==> config.mk <==
export PLATFORM = sky130hd
export DESIGN_NAME = mem_arbiter_flat
export DESIGN_NICKNAME = d
export VERILOG_FILES = /design/src/rtl/mem_arbiter_if.sv /design/src/rtl/mem_arbiter.sv /design/src/flat_wrapper.sv
export SDC_FILE = /design/constraint.sdc
export NUM_CORES = 1
export LEC_CHECK = 0
export BUFFER_PORTS_ARGS = -buffer_cell sky130_fd_sc_hd__buf_2
export CELL_PAD_IN_SITES_DETAIL_PLACEMENT = 1
export CELL_PAD_IN_SITES_GLOBAL_PLACEMENT = 2
export CORE_UTILIZATION = 29
export CTS_BUF_LIST = sky130_fd_sc_hd__clkbuf_4 sky130_fd_sc_hd__clkbuf_8
export DETAILED_ROUTE_END_ITERATION = 12
export PLACE_DENSITY = 0.95
export RECOVER_POWER = 50
export SLEW_MARGIN = 20
export SYNTH_ARGS = -nofsm -noshare
export SYNTH_HDL_FRONTEND = slang
export SYNTH_SLANG_ARGS = --single-unit
export TNS_END_PERCENT = 30
==> constraint.sdc <==
create_clock -name clk -period 3.3 [get_ports clk]
set_clock_uncertainty 0.2 [all_clocks]
set_input_delay 0.495 -clock clk [delete_from_list [all_inputs] [get_ports clk]]
set_output_delay 0.495 -clock clk [all_outputs]
set_load 0.01 [all_outputs]
==> src/rtl/mem_arbiter_if.sv <==
// Bus bundle between the pipeline, the arbiter and the unified memory.
// The slave view belongs to the arbiter; the master view belongs to the pipeline and memory side.
interface mem_arbiter_if #(
  parameter int WORD_LEN = 32,
  parameter int ADDR_LEN = 32
);
  logic                if_req;
  logic [ADDR_LEN-1:0] if_addr;
  logic [WORD_LEN-1:0] if_rdata;
  logic                if_ready;

  logic                MEM_R_EN;
  logic                MEM_W_EN;
  logic [ADDR_LEN-1:0] mem_addr;
  logic [WORD_LEN-1:0] mem_wdata;
  logic [WORD_LEN-1:0] mem_rdata;
  logic                mem_ready;

  logic                ram_en;
  logic                ram_we;
  logic [ADDR_LEN-1:0] ram_addr;
  logic [WORD_LEN-1:0] ram_wdata;
  logic [WORD_LEN-1:0] ram_rdata;

  logic                freeze;

  modport slave (
    input  if_req, if_addr, MEM_R_EN, MEM_W_EN, mem_addr, mem_wdata, ram_rdata,
    output if_rdata, if_ready, mem_rdata, mem_ready,
           ram_en, ram_we, ram_addr, ram_wdata, freeze
  );

  modport master (
    output if_req, if_addr, MEM_R_EN, MEM_W_EN, mem_addr, mem_wdata, ram_rdata,
    input  if_rdata, if_ready, mem_rdata, mem_ready,
           ram_en, ram_we, ram_addr, ram_wdata, freeze
  );
endinterface

==> src/rtl/mem_arbiter.sv <==
// Arbitrates one fixed-latency memory port between instruction fetch and load/store,
// data first, and produces the pipeline-wide freeze.
//
// state   | meaning
// S_IDLE  | no access in flight; arbitration cycle
// S_DATA  | load/store holding the memory port, cnt cycles left
// S_FETCH | instruction fetch holding the memory port, cnt cycles left
module mem_arbiter #(
  parameter int WORD_LEN    = 32,
  parameter int ADDR_LEN    = 32,
  parameter int MEM_LATENCY = 2
) (
  input logic         clk,
  input logic         rst,
  mem_arbiter_if.slave bus
);

  localparam int CNT_W = (MEM_LATENCY > 1) ? $clog2(MEM_LATENCY) : 1;
  localparam logic [CNT_W-1:0] CNT_LOAD = CNT_W'(MEM_LATENCY - 1);

  localparam logic [1:0] S_IDLE  = 2'd0;
  localparam logic [1:0] S_DATA  = 2'd1;
  localparam logic [1:0] S_FETCH = 2'd2;

  logic [1:0]          state;
  logic [CNT_W-1:0]    cnt;
  logic                data_done;
  logic                if_done;
  logic                we_q;
  logic [ADDR_LEN-1:0] addr_q;
  logic [WORD_LEN-1:0] wdata_q;
  logic [WORD_LEN-1:0] if_rdata_q;
  logic [WORD_LEN-1:0] mem_rdata_q;

  logic data_req;
  logic data_cmpl;
  logic if_cmpl;
  logic data_ok;
  logic if_ok;
  logic freeze;

  assign data_req = bus.MEM_R_EN | bus.MEM_W_EN;

  // A reset cycle never counts as a completion, so no ready escapes during reset.
  assign data_cmpl = (state == S_DATA)  && (cnt == '0) && !rst;
  assign if_cmpl   = (state == S_FETCH) && (cnt == '0) && !rst;

  assign data_ok = data_done | data_cmpl;
  assign if_ok   = if_done   | if_cmpl;
  assign freeze  = (data_req & ~data_ok) | (bus.if_req & ~if_ok);

  always_ff @(posedge clk) begin
    if (rst) begin
      state   <= S_IDLE;
      cnt     <= '0;
      we_q    <= 1'b0;
      addr_q  <= '0;
      wdata_q <= '0;
    end else begin
      case (state)
        S_IDLE: begin
          if (data_req && !data_done) begin
            state   <= S_DATA;
            addr_q  <= bus.mem_addr;
            wdata_q <= bus.mem_wdata;
            we_q    <= bus.MEM_W_EN;
            cnt     <= CNT_LOAD;
          end else if (bus.if_req && !if_done) begin
            state   <= S_FETCH;
            addr_q  <= bus.if_addr;
            wdata_q <= bus.mem_wdata;
            we_q    <= 1'b0;
            cnt     <= CNT_LOAD;
          end
        end
        S_DATA, S_FETCH: begin
          if (cnt == '0) begin
            state <= S_IDLE;
          end else begin
            cnt <= cnt - CNT_W'(1);
          end
        end
        default: state <= S_IDLE;
      endcase
    end
  end

  // Completion flags remember a finished port while the other one still stalls the pipe.
  always_ff @(posedge clk) begin
    if (rst) begin
      data_done <= 1'b0;
      if_done   <= 1'b0;
    end else if (!freeze) begin
      data_done <= 1'b0;
      if_done   <= 1'b0;
    end else begin
      if (data_cmpl) data_done <= 1'b1;
      if (if_cmpl)   if_done   <= 1'b1;
    end
  end

  always_ff @(posedge clk) begin
    if (rst) begin
      if_rdata_q  <= '0;
      mem_rdata_q <= '0;
    end else begin
      if (if_cmpl)             if_rdata_q  <= bus.ram_rdata;
      if (data_cmpl && !we_q)  mem_rdata_q <= bus.ram_rdata;
    end
  end

  assign bus.ram_en    = (state != S_IDLE);
  assign bus.ram_we    = (state != S_IDLE) & we_q;
  assign bus.ram_addr  = addr_q;
  assign bus.ram_wdata = wdata_q;

  assign bus.if_ready  = if_ok;
  assign bus.if_rdata  = if_cmpl ? bus.ram_rdata : if_rdata_q;
  // Stores complete like loads but leave the load-data register alone.
  assign bus.mem_ready = data_ok;
  assign bus.mem_rdata = (data_cmpl && !we_q) ? bus.ram_rdata : mem_rdata_q;
  assign bus.freeze    = freeze;

endmodule

==> src/flat_wrapper.sv <==
// flat-port wrapper written by rule: the top's interface ports become plain ports
module mem_arbiter_flat 
#(
  parameter int WORD_LEN    = 32,
  parameter int ADDR_LEN    = 32,
  parameter int MEM_LATENCY = 2
)
  (clk, rst, bus_if_req, bus_if_addr, bus_MEM_R_EN, bus_MEM_W_EN, bus_mem_addr, bus_mem_wdata, bus_ram_rdata, bus_if_rdata, bus_if_ready, bus_mem_rdata, bus_mem_ready, bus_ram_en, bus_ram_we, bus_ram_addr, bus_ram_wdata, bus_freeze);
  mem_arbiter_if #(.WORD_LEN(WORD_LEN), .ADDR_LEN(ADDR_LEN)) bus_i ();
  input logic clk;
  input logic rst;
  input wire logic [$bits(bus_i.if_req)-1:0] bus_if_req;
  input wire logic [$bits(bus_i.if_addr)-1:0] bus_if_addr;
  input wire logic [$bits(bus_i.MEM_R_EN)-1:0] bus_MEM_R_EN;
  input wire logic [$bits(bus_i.MEM_W_EN)-1:0] bus_MEM_W_EN;
  input wire logic [$bits(bus_i.mem_addr)-1:0] bus_mem_addr;
  input wire logic [$bits(bus_i.mem_wdata)-1:0] bus_mem_wdata;
  input wire logic [$bits(bus_i.ram_rdata)-1:0] bus_ram_rdata;
  output wire logic [$bits(bus_i.if_rdata)-1:0] bus_if_rdata;
  output wire logic [$bits(bus_i.if_ready)-1:0] bus_if_ready;
  output wire logic [$bits(bus_i.mem_rdata)-1:0] bus_mem_rdata;
  output wire logic [$bits(bus_i.mem_ready)-1:0] bus_mem_ready;
  output wire logic [$bits(bus_i.ram_en)-1:0] bus_ram_en;
  output wire logic [$bits(bus_i.ram_we)-1:0] bus_ram_we;
  output wire logic [$bits(bus_i.ram_addr)-1:0] bus_ram_addr;
  output wire logic [$bits(bus_i.ram_wdata)-1:0] bus_ram_wdata;
  output wire logic [$bits(bus_i.freeze)-1:0] bus_freeze;
  assign bus_i.if_req = bus_if_req;
  assign bus_i.if_addr = bus_if_addr;
  assign bus_i.MEM_R_EN = bus_MEM_R_EN;
  assign bus_i.MEM_W_EN = bus_MEM_W_EN;
  assign bus_i.mem_addr = bus_mem_addr;
  assign bus_i.mem_wdata = bus_mem_wdata;
  assign bus_i.ram_rdata = bus_ram_rdata;
  assign bus_if_rdata = bus_i.if_rdata;
  assign bus_if_ready = bus_i.if_ready;
  assign bus_mem_rdata = bus_i.mem_rdata;
  assign bus_mem_ready = bus_i.mem_ready;
  assign bus_ram_en = bus_i.ram_en;
  assign bus_ram_we = bus_i.ram_we;
  assign bus_ram_addr = bus_i.ram_addr;
  assign bus_ram_wdata = bus_i.ram_wdata;
  assign bus_freeze = bus_i.freeze;
  mem_arbiter #(.WORD_LEN(WORD_LEN), .ADDR_LEN(ADDR_LEN), .MEM_LATENCY(MEM_LATENCY)) u_core (.clk(clk), .rst(rst), .bus(bus_i));
endmodule
==> results.py <==
metrics = {
    "routing": {
        "first_pass_iters": 4,
        "routed_via_density": 4.585,
        "wirelength_um": 16310,
        "drtIter0Drc": 119,
        "vias": 4837,
        "drc": 0,
        "ant_nets": 0,
        "wire_per_inst_um": 15.46,
    },
    "yosys": {
        "yosys-top-cells-area": "dfxtp_1, mux2_4, nand2_1",
        "yosysTopAreaCellShare": 0.4898,
        "yosys_warnings": 0,
        "ys.flop_type": "dfxtp_1",
        "synth_cells": 564,
        "async_flop_share": 0,
        "synth_fp_nets": 700,
        "synth-edff-count": 0,
        "yosys.area.top_type": "dfxtp_1",
        "synth_cell_types": 33,
        "yosysSeqAreaShare": 0.4898,
        "syn-mean-instance-area_um2": 9.710,
        "netlist_area_um2": 5477,
        "ys_seq_elements": 134,
    },
    "clock_tree": {
        "post_cts_buffers": 0,
        "clock_path_buffers": 2,
        "clkTransAtPathRegs_ns": 0.08,
        "clock_sinks": 134,
        "cts_resized": 0,
        "htree_levels": 4,
        "cts_tree": "yes",
        "cts_hold_buf": 0,
        "root_buffer": "clkbuf_8",
        "clk_latency_ns": 0.43,
        "cts_buffers": 17,
    },
    "die": {
        "fp-row-count": 49,
        "ios": 266,
        "dieArea_um2": 19440,
        "die_height_um": 139.4,
        "start_util": 0.3008,
        "die_w_um": 139.4,
        "coreArea_um2": 18210,
    },
    "status": {
        "status": "completed",
    },
    "timing": {
        "fmax_ghz": 0.3487,
        "setup_tns_ns": 0,
        "rsz0062_at_grt": "false",
        "min_period_ns": 2.867,
        "final-max-slew-violation-count": 0,
        "finalCritPeriodShare": 0.8689,
        "final_hold_viol_count": 0,
        "worst_slew_pin_slew_ns": 1.465,
        "setup_violations": 0,
        "slew_headroom": 0.02336,
    },
    "place": {
        "io_buffers": 265,
        "placed_cells": 1024,
        "place_congestion": 0.7494,
        "dp_hpwl_um": 11480,
    },
    "power_and_ir_drop": {
        "ir_drop_uv": 266.2,
        "leakage_nw": 3.381,
        "power.density_nw_per_um2": 609.3,
    },
    "finish": {
        "final_nets": 950,
        "layout_common_cells": "buf_2, dfxtp_1, nand2_1",
        "fillers": 2238,
        "final_common_cell": "buf_2",
        "n_antenna_cell": 0,
        "fin_cells": 1055,
        "drive_above_1_share": 0.3366,
        "syn_to_final_growth_pct": 32.15,
    },
    "hold_path": {
        "hold_start": "bus_mem_wdata[21]",
        "hold_class": "input port to flip-flop",
        "hold_depth": 3,
        "hold_end": "u_core.bus.ram_wdata[21]",
    },
    "grt": {
        "gr-usage-all-layers": 0.1694,
        "grt.overflow.total": 0,
        "grt_pass1_vias": 5000,
        "grt_max_degree": 93,
        "antenna_found_initial": 1,
        "grt_first_pass_wirelength_um": 26020,
    },
    "setup_path": {
        "crit_arrival_ns": 2.17,
        "critical_path_required_ns": 2.60,
        "cp_cell_sequence": "inv_1, ha_1, nor4b_4, buf_12, mux2_1, buf_2",
        "r2r-end": "u_core.bus.ram_addr[29]",
        "critPathMaxStageDelay_ns": 0.39,
        "path_class": "flip-flop to output port",
        "end_kind": "output port",
        "critPathLaunchType": "flip-flop",
        "rr_startpoint": "u_core.state[0]",
        "critPathBufInv": 3,
        "cp_max_fo": 32,
        "reg2reg_slack_ns": 0.70,
        "cp_slowest_cell": "mux2_1",
        "r2r_cells": 6,
        "critical_path.top_delay_family": "buffers and inverters",
    },
    "run": {
        "drv_cap": 0,
    },
}
-- Yosys cell counts, types with 2 or more instances --
library cell  instances
a211oi_1             33
buf_2                 9
a21oi_1              66
nand2_1              98
inv_1                 4
mux2_1                6
nor2b_1              55
a32oi_1               2
and2b_1              11
clkbuf_1             23
buf_6                 9
nor2_1               36
mux2_4               28
dfxtp_1             134
ha_1                  3
mux2_2               30
-- registers in the layout (all words and copies together), names as in the netlist --
| register | flops |
|---|---|
| u_core.bus.ram_addr | 32 |
| u_core.bus.ram_wdata | 32 |
| u_core.cnt | 1 |
| u_core.data_done | 1 |
| u_core.if_done | 1 |
| u_core.if_rdata_q | 32 |
| u_core.mem_rdata_q | 32 |
| u_core.state | 2 |
| u_core.we_q | 1 |
-- logic make-up after synthesis --
logic type | share of synthesized area
AOI/OAI and AO/OA | 0.1268
DFF | 0.4898
and+or+nand+nor | 0.1791
adders and majority gates | 0.006855
muxes | 0.1508
buffers and inverters | 0.04661
-- worst min-delay path, delay by kind of cell --
family                 cells  cell delay [ns]
buffers and inverters      1             0.09
AND/OR/NAND/NOR            1             0.04
AO/OA/AOI/OAI              1             0.05
-- worst max-delay path by stage --
stage,startpoint,to,slack (ns),cells after the start
detailed placement,rst,bus_if_rdata[0],0.76,6
finish,u_core.state[1],bus_mem_rdata[19],0.43,6
global route,u_core.state[1],bus_mem_rdata[19],0.29,6
floorplan,rst,bus_mem_rdata[10],1.03,4
global placement,rst,bus_if_rdata[2],0.80,6
CTS,u_core.state[1],bus_mem_rdata[19],0.38,6
-- power by group --
group / switching [W] / internal [W] / total, W
Combinational: 0.000572 / 0.000382 / 0.000954
Sequential: 0.0000786 / 0.00178 / 0.00186
Clock: 0.000692 / 0.000908 / 0.00160
-- through the flow --
step,setup WS [ns],hold slack [ns],instance area (µm²),utilization,total power [W]
global route,0.2938,0.04276,7237,0.3974,0.004665
CTS,0.3843,0.04959,7426,0.4078,0.004543
floorplan,1.026,0.2805,5477,-,0.002498
detailed placement,0.7638,0.2457,6970,0.3828,0.002917
finish,0.4325,0.08829,7237,0.3974,0.004409
global placement,0.8029,0.2388,6970,0.3828,0.002893
-- final cells by class --
cell class | instances | area (µm²) | area share
inverter | 4 | 15.01 | 0.002075
timing repair buffer | 273 | 1344 | 0.1857
multi-input combinational | 384 | 2454 | 0.3390
clock buffer | 17 | 234.0 | 0.03233
sequential | 134 | 2683 | 0.3707
tap | 229 | 286.5 | 0.03959
clock inverter | 14 | 221.5 | 0.03060
-- metal layers --
metal	track usage	routed length, µm	vias to the layer above
li1	-	-	2392
met1	0.1919	6948	2266
met2	0.2983	8041	169
met3	0.06022	1114	10
met4	0.04795	201	0
met5	0	0	-
No activity file was read; power rests on OpenSTA's default activity.
